<file path="src/rtl/rbuf_pkg.sv">
// Shared types, default widths and the ring wrap helper for the ring-buffer address generator.
// Latency: none; declarations and a pure combinational function only.
// Backpressure: not applicable.
package rbuf_pkg;

  // Walk controller states
  typedef enum logic [1:0] {
    IDLE = 2'b00,
    WALK = 2'b01,
    FIN  = 2'b10
  } rbuf_state_t;

  // Default geometry
  localparam int DEF_ADDR_W   = 12;
  localparam int DEF_OFF_W    = 10;
  localparam int DEF_CHANNELS = 4;

  // Working width of the wrap helper; callers zero-extend into it (address widths below 32)
  localparam int WRAP_MAX_W = 32;

  // Step direction for the wrap helper
  localparam logic DIR_DN = 1'b0;
  localparam logic DIR_UP = 1'b1;

  // Next pointer inside the inclusive region [lo, hi], wrapping at either end
  function automatic logic [WRAP_MAX_W-1:0] wrap_step(
    input logic [WRAP_MAX_W-1:0] ptr,
    input logic [WRAP_MAX_W-1:0] lo,
    input logic [WRAP_MAX_W-1:0] hi,
    input logic                  dir
  );
    logic [WRAP_MAX_W-1:0] nxt;
    if (dir == DIR_UP) begin
      nxt = (ptr == hi) ? lo : ptr + 1'b1;
    end else begin
      nxt = (ptr == lo) ? hi : ptr - 1'b1;
    end
    return nxt;
  endfunction

endpackage

</file>
<file path="src/rtl/rbuf_wrap_step.sv">
// Purpose: one wrapped step of a ring pointer inside an inclusive [lo, hi] region, up or down.
// Latency: purely combinational.
// Backpressure: none; output follows inputs.
module rbuf_wrap_step
  import rbuf_pkg::*;
#(
  parameter int A = DEF_ADDR_W
) (
  input  logic [A-1:0] ptr,
  input  logic [A-1:0] lo,
  input  logic [A-1:0] hi,
  input  logic         dir,
  output logic [A-1:0] nxt
);

  logic [WRAP_MAX_W-1:0] full;
  logic                  unused_hi;

  // Shared helper works at a fixed wide width; only the low A bits matter
  assign full      = wrap_step(WRAP_MAX_W'(ptr), WRAP_MAX_W'(lo), WRAP_MAX_W'(hi), dir);
  assign nxt       = full[A-1:0];
  assign unused_hi = |full[WRAP_MAX_W-1:A];

endmodule

</file>
<file path="src/rtl/rbuf_addr_gen_mc.sv">
// Purpose: per-channel ring-buffer write heads plus a backward tap walker for the FIR MAC; optional command checks under RBUF_ERR_CHECK_EN.
// Latency: wr_addr combinational; rd_addr/rd_valid one edge after rd_start, one edge per rd_step, rd_done one cycle after the final step.
// Backpressure: rd_step paces the walk; rd_start outside IDLE is ignored (err pulse when RBUF_ERR_CHECK_EN is defined).
module rbuf_addr_gen_mc
  import rbuf_pkg::*;
#(
  parameter int DATA_ADDRESS_WIDTH = DEF_ADDR_W,
  parameter int DATA_OFFSET_WIDTH  = DEF_OFF_W,
  parameter int CHANNELS           = DEF_CHANNELS,
  parameter int CH_WIDTH           = $clog2(CHANNELS)
) (
  input  logic                          clk,
  input  logic                          clr_n,
  input  logic                          cfg_we,
  input  logic [CH_WIDTH-1:0]           cfg_ch,
  input  logic [DATA_ADDRESS_WIDTH-1:0] cfg_lo,
  input  logic [DATA_ADDRESS_WIDTH-1:0] cfg_hi,
  input  logic                          wr_en,
  input  logic [CH_WIDTH-1:0]           wr_ch,
  output logic [DATA_ADDRESS_WIDTH-1:0] wr_addr,
  input  logic                          rd_start,
  input  logic [CH_WIDTH-1:0]           rd_ch,
  input  logic [DATA_OFFSET_WIDTH-1:0]  rd_len,
  input  logic                          rd_step,
  output logic [DATA_ADDRESS_WIDTH-1:0] rd_addr,
  output logic                          rd_valid,
  output logic                          rd_last,
  output logic                          rd_done,
  output logic                          busy,
  output logic                          err
);

  localparam int A = DATA_ADDRESS_WIDTH;
  localparam int L = DATA_OFFSET_WIDTH;

  // Per-channel region bounds and write head
  logic [A-1:0] lo_q   [CHANNELS];
  logic [A-1:0] hi_q   [CHANNELS];
  logic [A-1:0] head_q [CHANNELS];

  // Walk state: latched bounds, current tap, taps left including the current one
  rbuf_state_t  state_q, state_d;
  logic [A-1:0] lat_lo_q, lat_hi_q, addr_q;
  logic [L-1:0] remain_q;

  logic [A-1:0] head_nxt;
  logic [A-1:0] rs_ptr, rs_lo, rs_hi, rd_nxt;
  logic         start_acc, cfg_acc;

  assign wr_addr = head_q[wr_ch];

  // Write head advance for the channel being written
  rbuf_wrap_step #(.A(A)) u_wr_step (
    .ptr (head_q[wr_ch]),
    .lo  (lo_q[wr_ch]),
    .hi  (hi_q[wr_ch]),
    .dir (DIR_UP),
    .nxt (head_nxt)
  );

  // Read stepper source: from the live head when starting, from the current tap while walking
  always_comb begin
    rs_ptr = addr_q;
    rs_lo  = lat_lo_q;
    rs_hi  = lat_hi_q;
    if (state_q == IDLE) begin
      rs_ptr = head_q[rd_ch];
      rs_lo  = lo_q[rd_ch];
      rs_hi  = hi_q[rd_ch];
    end
  end

  rbuf_wrap_step #(.A(A)) u_rd_step (
    .ptr (rs_ptr),
    .lo  (rs_lo),
    .hi  (rs_hi),
    .dir (DIR_DN),
    .nxt (rd_nxt)
  );

`ifdef RBUF_ERR_CHECK_EN
  logic [CH_WIDTH-1:0] lat_ch_q;
  logic [A:0]          rd_size, len_ext;
  logic                len_bad, cfg_bad, err_d, err_q;

  // Command screening: length against region size, bounds order, reconfiguring the walked channel
  always_comb begin
    rd_size   = {1'b0, hi_q[rd_ch]} - {1'b0, lo_q[rd_ch]} + 1'b1;
    len_ext   = (A+1)'(rd_len);
    len_bad   = (rd_len == '0) || (len_ext > rd_size);
    cfg_bad   = (cfg_lo > cfg_hi) || ((state_q != IDLE) && (cfg_ch == lat_ch_q));
    start_acc = rd_start && (state_q == IDLE) && !len_bad;
    cfg_acc   = cfg_we && !cfg_bad;
    err_d     = (rd_start && ((state_q != IDLE) || len_bad)) || (cfg_we && cfg_bad);
  end

  // Error pulse register and walked-channel latch
  always_ff @(posedge clk or negedge clr_n) begin
    if (!clr_n) begin
      err_q    <= 1'b0;
      lat_ch_q <= '0;
    end else begin
      err_q <= err_d;
      if (start_acc) lat_ch_q <= rd_ch;
    end
  end

  assign err = err_q;
`else
  // Unchecked build: zero length counts down through 2^L, long walks keep wrapping
  assign start_acc = rd_start && (state_q == IDLE);
  assign cfg_acc   = cfg_we;
  assign err       = 1'b0;
`endif

  // Region table: configuration takes precedence over a same-cycle write on that channel
  always_ff @(posedge clk or negedge clr_n) begin
    if (!clr_n) begin
      for (int c = 0; c < CHANNELS; c++) begin
        lo_q[c]   <= '0;
        hi_q[c]   <= '0;
        head_q[c] <= '0;
      end
    end else begin
      for (int c = 0; c < CHANNELS; c++) begin
        if (cfg_acc && (cfg_ch == CH_WIDTH'(c))) begin
          lo_q[c]   <= cfg_lo;
          hi_q[c]   <= cfg_hi;
          head_q[c] <= cfg_lo;
        end else if (wr_en && (wr_ch == CH_WIDTH'(c))) begin
          head_q[c] <= head_nxt;
        end
      end
    end
  end

  // Walk state register
  always_ff @(posedge clk or negedge clr_n) begin
    if (!clr_n) state_q <= IDLE;
    else        state_q <= state_d;
  end

  // Walk next-state: start, step to the final tap, one done cycle
  always_comb begin
    state_d = state_q;
    case (state_q)
      IDLE:    if (start_acc) state_d = WALK;
      WALK:    if (rd_step && (remain_q == L'(1))) state_d = FIN;
      FIN:     state_d = IDLE;
      default: state_d = IDLE;
    endcase
  end

  // Walk datapath: latch region on start (head is read pre-write), step the tap on rd_step
  always_ff @(posedge clk or negedge clr_n) begin
    if (!clr_n) begin
      lat_lo_q <= '0;
      lat_hi_q <= '0;
      addr_q   <= '0;
      remain_q <= '0;
    end else if (start_acc) begin
      lat_lo_q <= lo_q[rd_ch];
      lat_hi_q <= hi_q[rd_ch];
      addr_q   <= rd_nxt;
      remain_q <= rd_len;
    end else if ((state_q == WALK) && rd_step) begin
      addr_q   <= rd_nxt;
      remain_q <= remain_q - 1'b1;
    end
  end

  assign rd_addr  = addr_q;
  assign rd_valid = (state_q == WALK);
  assign rd_last  = (state_q == WALK) && (remain_q == L'(1));
  assign rd_done  = (state_q == FIN);
  assign busy     = (state_q != IDLE);

endmodule

</file>
<file path="config.mk">
export PLATFORM = sky130hd
export DESIGN_NAME = rbuf_addr_gen_mc
export DESIGN_NICKNAME = d
export VERILOG_FILES = /design/src/rtl/rbuf_pkg.sv /design/src/rtl/rbuf_wrap_step.sv /design/src/rtl/rbuf_addr_gen_mc.sv
export SDC_FILE = /design/constraint.sdc
export NUM_CORES = 1
export LEC_CHECK = 0
export ABC_AREA = 1
export CAP_MARGIN = 20
export CORE_ASPECT_RATIO = 1.1
export CORE_MARGIN = 5
export CORE_UTILIZATION = 50
export CTS_CLUSTER_DIAMETER = 150
export CTS_CLUSTER_SIZE = 20
export DETAILED_ROUTE_END_ITERATION = 8
export PLACE_DENSITY = 0.81
export REMOVE_ABC_BUFFERS = 1
export SETUP_SLACK_MARGIN = 0.02
export SLEW_MARGIN = 20
export SYNTH_ARGS = -nofsm -noshare
export SYNTH_HDL_FRONTEND = slang
export SYNTH_SLANG_ARGS = --single-unit
export TNS_END_PERCENT = 30
</file>
<file path="constraint.sdc">
create_clock -name clk -period 5.4 [get_ports clk]
set_input_delay 1.62 -clock clk [delete_from_list [all_inputs] [get_ports clk]]
set_output_delay 1.62 -clock clk [all_outputs]
set_load 0.01 [all_outputs]
</file>
==> summary.txt, run 1 <==
Clock network
  – Root Driver: clkbuf_16
  – Post CTS Setup Buffer Count: 0
  – CTS tree: done
  – CTS max path bufs: 2
  – CTS resizes: 0
  – H-tree lvl count: 4
  – Num CTS Buffers: 17
  – Number of hold buffers added after cts: 0
  – CTS Sinks: 192
  – Reg clk slew, reported paths: around 0.070 ns
  – Clk_lat worst skew: roughly 0.45 ns

Critical path
  – Most used cell, CP: clkdlybuf4s50_1
  – CP Buf/Inv Count: 3
  – Setup Crit Path Kind: in -> out
  – CP Capture Type: output pin
  – Setup slack, reg-to-reg: about 2.1 ns
  – CP Cell Sequence: clkdlybuf4s50_1 > nor2_4 > buf_4 > a22oi_1 > nand2_4 > clkdlybuf4s50_1
  – R2R cell count: 14
  – Slowest cell on crit path: clkdlybuf4s50_1
  – Delay-heaviest family, CP: buffers and inverters
  – R2R Path Start: state_q[1]
  – Critical Path Start: wr_ch[1]
  – CP peak stage delay: between 0.7 and 0.8 ns
  – RR Endpoint: rd_addr[9]
  – Worst path arrival time: 3.63 ns
  – CP endpoint: wr_addr[3]
  – Critical path depth: 6
  – WP data required: 3.78 ns
  – Crit path launch type: input pin
  – CP max FO: 14

Yosys
  – Xor/xnor cell area share of the yosys netlist: 0.0124
  – Mapped cell area: approximately 12000 um^2
  – Synth top area cells: dfrtp_1 40%, nand2_1 23%, o21ai_0 7.4%
  – #FFs+latches synth: approximately 190
  – Post-synth top area cell: dfrtp_1
  – Synth Warn #: 0
  – Largest family of logic cells by synthesized area: simple AND/OR/NAND/NOR gates
  – Mux contribution to synthesized area: 0
  – Register area share after synthesis: 0.401
  – Fraction of the mapped netlist area in simple logic gates: 0.361
  – Yosys top cell area share: 0.401
  – Predominant post-synthesis flop cell: dfrtp_1
  – Adder-cell share of the synthesized area: 0.00418
  – Compound-Gate Fraction of Synth Area: 0.124
  – Cell variety after synth: 42
  – EDFF count, synth: 0
  – Synth Area per Inst: 6.70 um^2
  – Post-synth ARST share: 1.00
  – Cell count after synthesis: roughly 1800

Routing
  – Post-DRT Antenna Nets: 0
  – DR vias: 12400
  – DRT iter0 DRCs: around 1500
  – Drt wl/cell: ~18 um
  – Remaining DRCs: 0
  – Vias per cell: between 5 and 6
  – Drt first pass iters: 6
  – Routed wire length: 39100 um

Timing
  – Tcrit/Tclk final: 0.972
  – Pins Over Slew Limit: 0
  – Final setup fails: 0
  – Setup TNS: 0 ns
  – Hold Vio Cnt, Final: 0
  – RSZ-0062 raised after global routing: false
  – Slew HR: 0.431
  – Worst clock skew: 0.0189 ns
  – Worst slew pin tran: 0.852 ns
  – F_max: about 0.19 GHz
  – Hold WS: between 0.4 and 0.5 ns
  – Final worst path period need: ~5.2 ns

Die
  – Die width: between 150 and 200 um
  – Standard-cell rows: 59
  – Core area: about 24000 um^2
  – Initial Util: 0.507
  – Boundary Pins: 75
  – Chip height: approximately 170 um
  – Die area: between 20000 and 30000 um^2

Power
  – VDD IR max: ~0.23 mV
  – Clock share of power: 0.236
  – PD cells: between 400 and 500 nW/um^2
  – Leak: 0.00698 uW
  – Comb pwr share: 0.405
  – Seq pwr share: 0.360
  – Sw frac: 0.409
  – Internal power: 3370 uW
  – Net Sw Power: between 2000 and 2500 uW

Global routing
  – Initial antenna violation count: 0
  – First-pass GRT wire length: 62300 um
  – Total GRT Usage: 0.292
  – GRT overflow: 0
  – Largest net degree at the start of global routing: just under 100
  – Vias in the first global route: roughly 12000

Placed design
  – Placer Congestion: 1.03
  – Post-DP HPWL: ~27000 um
  – Placed Area: ~13000 um^2
  – IO Port Bufs: 73

Cells and area
  – Nets@finish: 1890
  – Filler instances: about 2200
  – Footprint of the multi-input gates: between 6000 and 7000 um^2
  – Layout area overhead: 14.4%
  – Design area: 13700 um^2
  – Share of layout cells above drive strength 1: 0.0842
  – Storage element area: 4800 um^2

Worst hold path
  – Worst hold path class: reg -> reg

Run status
  – Outcome: complete, no violations

Job
  – Maxcap violations: 0
## cells in the final DEF, fill, tap and decap left out, types with 20 or more instances in the layout
cell type,Yosys,final
dfrtp_1,192,192
o22ai_1,21,21
o21ai_0,176,176
buf_4,4,46
inv_1,184,184
clkdlybuf4s50_1,0,71
or2_2,21,21
nand2_2,19,20
nand3_1,130,130
nor2_1,62,62
nand2_1,745,744
## registers in the layout, indices dropped and copies added (netlist names)
name	cells
state_q	2
hi_q	48
lat_hi_q	12
rd_addr	12
lat_lo_q	12
head_q	48
remain_q	10
lo_q	48
## per-layer routing
| layer | up-vias | share of wire | GRT usage |
|---|---|---|---|
| met2 | 721 | 0.46 | 0.470 |
| met4 | 0 | 0.044 | 0.125 |
| li1 | 5787 | - | - |
| met5 | - | 0 | 0 |
| met1 | 5715 | 0.39 | 0.385 |
| met3 | 142 | 0.11 | 0.0608 |
## area by class of cell
| type | instances | share of cell area |
|---|---|---|
| multi-input combinational | 1312 | 0.441 |
| sequential | 192 | 0.351 |
| timing repair buffer | 121 | 0.0814 |
| inverter | 196 | 0.0537 |
| clock buffer | 20 | 0.0333 |
| tap | 305 | 0.0279 |
| clock inverter | 12 | 0.0119 |
| antenna | 1 | 0.000183 |
## cells in the mapped netlist, drive strengths merged (7+ instances only)
| cell type | number |
|---|---|
| nand3 | 131 |
| nor3 | 9 |
| or2 | 21 |
| xor2 | 13 |
| a21oi | 17 |
| o22ai | 23 |
| o21ai | 179 |
| buf | 42 |
| a22oi | 15 |
| a221oi | 7 |
| nand2 | 765 |
| dfrtp | 192 |
| clkbuf | 45 |
| nor2 | 70 |
| inv | 194 |
| nand4 | 26 |
## worst min path at each step
stage	depth (start not counted)	slack, ns	startpoint	endpoint
2_1_floorplan	2	0.45	lat_lo_q[11]	lat_lo_q[11]
3_3_place_gp	2	0.46	lat_lo_q[6]	lat_lo_q[6]
3_5_place_dp	2	0.47	lat_lo_q[11]	lat_lo_q[11]
4_1_cts	2	0.48	lat_lo_q[8]	lat_lo_q[8]
5_1_grt	2	0.50	lat_hi_q[6]	lat_hi_q[6]
6_report	2	0.48	lat_lo_q[11]	lat_lo_q[11]
## power by group through the flow
stage / combinational [uW] / sequential, uW / clock [uW]
2_1_floorplan: 1520 / 2010 / 0
3_3_place_gp: 2210 / 2060 / 0
3_5_place_dp: 2270 / 2070 / 0
4_1_cts: 2280 / 2040 / 1350
5_1_grt: 2600 / 2090 / 1400
6_report: 2310 / 2050 / 1350
## worst register-to-register path, delay by kind of cell, from the launching register on
kind / cells / cell delay [ns]
buf+inv: 2 / 0.76
flops: 1 / 0.43
simple gates: 12 / 1.95
## metrics by stage
stage | power [uW] | worst slack (ns) | utilization | cells
after floorplan | 3530 | 0.783 | - | 1700
after global placement | 4270 | 0.228 | 0.554 | 2126
after detailed placement | 4340 | 0.154 | 0.554 | 2126
after CTS | 5680 | 0.154 | 0.580 | 2158
after global routing | 6100 | 0.0630 | 0.580 | 2158
final | 5710 | 0.153 | 0.580 | 2159
## cells by family (layout without fill, tap and decap cells)
kind of cell | Yosys count | in the layout
AOI/OAI and AO/OA | 261 | 261
xor gates and xnor gates | 17 | 17
DFF | 192 | 192
adders and majority gates | 4 | 4
other | 1 | 2
buffers and inverters | 283 | 349
and+or+nand+nor | 1029 | 1029
Note: power is estimated with default switching activity, not from simulation.
==> inputs of run 2 (changes only) <==
--- a/config.mk
+++ b/config.mk
@@ -8,7 +8,6 @@
 export ABC_AREA = 1
 export CAP_MARGIN = 20
 export CORE_ASPECT_RATIO = 1.1
-export CORE_MARGIN = 5
 export CORE_UTILIZATION = 50
 export CTS_CLUSTER_DIAMETER = 150
 export CTS_CLUSTER_SIZE = 20
==> summary.txt, run 2 (synthesis results as in run 1) <==
Worst hold path
  – Hold Path Origin: lat_lo_q[6]
  – Hold Path Depth: 2
  – Hold path endpoint: lat_lo_q[6]
  – Worst hold path class: reg -> reg

Routing
  – Drt first pass iters: 9
  – Vias per cell: ~5.7
  – Remaining DRCs: 0
  – Drt wl/cell: ~18 um
  – DR vias: around 12000
  – DRT iter0 DRCs: between 1000 and 1500
  – Routed wire length: 39300 um
  – Post-DRT Antenna Nets: 0

Clock network
  – Clk_lat worst skew: 0.45 ns
  – Post CTS Setup Buffer Count: 0
  – Num CTS Buffers: 17
  – CTS tree: done
  – Reg clk slew, reported paths: 0.08 ns
  – CTS Sinks: about 190
  – CTS max path bufs: 2
  – H-tree lvl count: 4
  – Number of hold buffers added after cts: 0
  – Root Driver: clkbuf_16
  – CTS resizes: 0

Job
  – Maxcap violations: 0

Global routing
  – GRT overflow: 0
  – Initial antenna violation count: 0
  – Vias in the first global route: about 12000
  – Largest net degree at the start of global routing: approximately 120
  – Total GRT Usage: 0.335
  – First-pass GRT wire length: between 60000 and 70000 um

Critical path
  – CP Buf/Inv Count: 3
  – WP data required: about 3.8 ns
  – Crit path launch type: input pin
  – Most used cell, CP: clkdlybuf4s50_1
  – Slowest cell on crit path: clkdlybuf4s50_1
  – R2R Path Start: state_q[1]
  – RR Endpoint: rd_addr[9]
  – CP Cell Sequence: clkdlybuf4s50_1 > nor2_4 > buf_4 > a22oi_1 > nand2_1 > clkdlybuf4s50_1
  – Setup slack, reg-to-reg: between 2 and 2.5 ns
  – CP peak stage delay: about 0.60 ns
  – CP max FO: 15
  – CP Capture Type: output pin
  – Delay-heaviest family, CP: buffers and inverters
  – R2R cell count: 14
  – Setup Crit Path Kind: in -> out
  – Worst path arrival time: roughly 3.6 ns

Timing
  – Pins Over Slew Limit: 0
  – Hold Vio Cnt, Final: 0
  – Hold WS: approximately 0.48 ns
  – Setup TNS: 0 ns
  – F_max: 0.190 GHz
  – Final setup fails: 0
  – Tcrit/Tclk final: 0.974
  – Worst clock skew: roughly 0.0075 ns
  – Final worst path period need: 5.26 ns
  – RSZ-0062 raised after global routing: false
  – Worst slew pin tran: between 1 and 1.5 ns
  – Slew HR: 0.329

Die
  – Die area: 24600 um^2
  – Die width: about 150 um
  – Initial Util: 0.509
  – Boundary Pins: 75
  – Standard-cell rows: 59
  – Core area: about 24000 um^2
  – Chip height: approximately 160 um

Cells and area
  – Largest registers: head_q x48, hi_q x48, lo_q x48
  – Ant. Diodes: 0
  – Most common cell after layout, fill and taps aside: nand2_1
  – Commonest non-fill, non-tap cells in the layout: 744 x nand2_1, 192 x dfrtp_1, 184 x inv_1, 176 x o21ai_0, 130 x nand3_1
  – Nets@finish: 1885
  – Share of layout cells above drive strength 1: 0.0817
  – Layout area overhead: 13.7%

Placed design
  – Placer Congestion: between 1 and 1.5
  – IO Port Bufs: 73
  – Post-DP HPWL: 26700 um

Power
  – VDD IR max: ~0.24 mV
  – Leak: roughly 0.0069 uW
  – PD cells: around 410 nW/um^2

Run status
  – Outcome: complete, no violations
==> run 2: cell count changes in the layout (fill, tap and decap cells not counted) <==
| cell | previous run | this run |
|---|---|---|
| clkinvlp_4 | 0 | 3 |
| diode_2 | 1 | 0 |
| inv_6 | 6 | 3 |
| inv_8 | 0 | 3 |
| clkinv_8 | 2 | 1 |
| buf_4 | 46 | 41 |
| bufinv_16 | 2 | 1 |
| clkinv_2 | 0 | 1 |
| clkbuf_8 | 3 | 1 |
==> run 2: worst min-delay path: cells and delay by family, from the launching register on <==
kind | cells | cell delay, ns
simple gates | 1 | 0.05
flops | 1 | 0.34
compound gates | 1 | 0.06
==> run 2: layout make-up <==
class	instances	area, um^2
tap	305	382
clock inverter	14	151
multi-input combinational	1312	6040
clock buffer	18	429
inverter	196	736
sequential	192	4800
fill	2206	9930
timing repair buffer	116	1080
==> run 2: worst max path at each step <==
stage,start,to,slack [ns],cells past startpoint
floorplan,state_q[1],remain_q[6],0.78,5
global placement,wr_ch[1],wr_addr[4],0.22,7
detailed placement,wr_ch[1],wr_addr[3],0.18,6
CTS,wr_ch[1],wr_addr[2],0.18,6
global route,wr_ch[1],wr_addr[3],0.09,6
finish,wr_ch[1],wr_addr[1],0.14,6
==> run 2: per-layer routing <==
metal  track usage  vias up  wire, um
met5             0        -         0
met2         0.511      741     17500
met1         0.431     5653     15300
met4         0.195        0      2150
li1              -     5773         -
met3        0.0844      152      4330
==> run 2: per-stage QoR <==
step                      std cells  setup WS [ns]   util  instance area, um^2  power, uW
final                          2153          0.142  0.578                13600       5650
after global routing           2153         0.0906  0.578                13600       6050
after CTS                      2153          0.179  0.578                13600       5620
after detailed placement       2121          0.182  0.554                13000       4340
after global placement         2121          0.217  0.554                13000       4280
after floorplan                1700          0.783      -                11600       3530
==> run 2: power breakdown <==
part / internal [uW] / switching (uW) / leakage [uW] / total [uW]
registers: 1790 / 261 / 0.00239 / 2050
logic: 854 / 1470 / 0.00426 / 2320
clock network: 654 / 624 / 0.000276 / 1280
==> inputs of run 3 (changes only) <==
--- a/config.mk
+++ b/config.mk
@@ -12,7 +12,8 @@
 export CTS_CLUSTER_DIAMETER = 150
 export CTS_CLUSTER_SIZE = 20
 export DETAILED_ROUTE_END_ITERATION = 8
-export PLACE_DENSITY = 0.81
+export DONT_BUFFER_PORTS = 1
+export PLACE_DENSITY = 0.77
 export REMOVE_ABC_BUFFERS = 1
 export SETUP_SLACK_MARGIN = 0.02
 export SLEW_MARGIN = 20
==> summary.txt, run 3 (synthesis results as in run 1) <==
Run status
  – Outcome: complete, no violations

Routing
  – Routed wire length: 37400 um
  – Remaining DRCs: 0
  – DRT iter0 DRCs: 1275
  – DR vias: 11900
  – Drt wl/cell: roughly 18 um
  – Vias per cell: 5.77
  – Drt first pass iters: 5
  – Post-DRT Antenna Nets: 0

Critical path
  – Worst path arrival time: about 2.9 ns
  – Setup Crit Path Kind: in -> out
  – Critical Path Start: wr_ch[1]
  – CP max FO: 9
  – Crit path launch type: input pin
  – WP data required: 3.78 ns
  – CP Capture Type: output pin
  – R2R Path Start: state_q[1]

Cells and area
  – Storage element area: between 4000 and 5000 um^2
  – Commonest non-fill, non-tap cells in the layout: 744 x nand2_1, 192 x dfrtp_1, 184 x inv_1, 176 x o21ai_0, 130 x nand3_1
  – Footprint of the multi-input gates: 6050 um^2
  – Filler instances: about 2200
  – Most common cell after layout, fill and taps aside: nand2_1
  – Nets@finish: approximately 1800
  – Largest registers: head_q x48, hi_q x48, lo_q x48
  – Layout area overhead: 6.46%
  – Share of layout cells above drive strength 1: 0.0746
  – Design area: about 13000 um^2

Global routing
  – Initial antenna violation count: 0
  – Total GRT Usage: 0.315
  – Largest net degree at the start of global routing: 193
  – GRT overflow: 0
  – Vias in the first global route: 11200
  – First-pass GRT wire length: between 50000 and 60000 um

Timing
  – Final setup fails: 0
  – F_max: about 0.22 GHz
  – Hold WS: 0.483 ns
  – Final worst path period need: 4.49 ns
  – Setup TNS: 0 ns
  – Hold Vio Cnt, Final: 0
  – Worst clock skew: roughly 0.014 ns
  – RSZ-0062 raised after global routing: false
  – Slew HR: 0.155
  – Tcrit/Tclk final: 0.832
  – Worst slew pin tran: 1.26 ns
  – Pins Over Slew Limit: 0

Power
  – VDD IR max: about 0.20 mV
  – PD cells: about 420 nW/um^2
  – Leak: around 0.0065 uW

Die
  – Standard-cell rows: between 50 and 60
  – Boundary Pins: 75
  – Chip height: 164 um
  – Initial Util: 0.509
  – Die area: 24600 um^2
  – Die width: 150 um
  – Core area: about 24000 um^2

Clock network
  – Post CTS Setup Buffer Count: 0
  – Root Driver: clkbuf_16
  – CTS resizes: 0
  – Clk_lat worst skew: ~0.45 ns
  – Number of hold buffers added after cts: 0
  – Reg clk slew, reported paths: roughly 0.070 ns
  – CTS tree: done
  – CTS Sinks: between 150 and 200
  – Num CTS Buffers: 17
  – CTS max path bufs: 2
  – H-tree lvl count: 4

Placed design
  – Placed Area: around 12000 um^2
  – Placer Congestion: slightly below 1
  – IO Port Bufs: 0
  – Post-DP HPWL: 25300 um

Job
  – Maxcap violations: 0

Worst hold path
  – Worst hold path class: reg -> reg
  – Hold Path Origin: lat_hi_q[5]
[run 3: changes by cell type in the layout (fill, tap and decap cells not counted), sizes merged]
cell	change
buf	-21
clkinvlp	-1
clkinv	+1
diode	+1
clkbuf	-1
clkdlybuf4s50	-71
[run 3: final timing paths]
kind	slack, ns	end	cells after the start
max	0.91	wr_addr[0]	6
min	0.48	lat_hi_q[5]	2
min reg2reg	0.48	lat_hi_q[5]	2
max in group asynchronous	3.99	head_q[30]	0
min in group asynchronous	0.87	lat_lo_q[9]	0
max reg2reg	1.68	rd_addr[6]	12
[run 3: where the power goes]
part	total [uW]	switching, uW	internal [uW]	leakage [uW]
clock network	1300	640	664	0.000286
registers	2070	278	1790	0.00239
logic	2030	1330	707	0.00387
total	5400	2240	3160	0.00655
[run 3: critical path, cell delays in order]
cell,delay [ns]
inv_2,0.02
nor2_1,0.64
nand2_1,0.11
nand2_1,0.14
nor2_1,0.09
inv_1,0.24
[run 3: final cells by class]
| cell class | instances | share of cell area |
|---|---|---|
| inverter | 196 | 0.0577 |
| sequential | 192 | 0.377 |
| clock inverter | 14 | 0.0134 |
| antenna | 1 | 0.000196 |
| multi-input combinational | 1312 | 0.475 |
| tap | 305 | 0.0299 |
| clock buffer | 18 | 0.0337 |
| timing repair buffer | 23 | 0.0135 |
[run 3: routing by layer]
metal  vias to the layer above  wire, um  track usage
met5                         -         0            0
met4                         0      1470        0.151
met3                       112      4580       0.0850
met2                       709     16800        0.495
met1                      5470     14500        0.402
li1                       5600         -            -
[run 3: metrics by stage]
stage	instances	util	total power (uW)	worst slack [ns]
2_1_floorplan	1700	-	3530	0.783
6_report	2061	0.541	5400	0.906
3_5_place_dp	2028	0.515	4070	0.916
4_1_cts	2060	0.541	5370	0.979
3_3_place_gp	2028	0.515	4020	0.984
5_1_grt	2060	0.541	5790	0.904
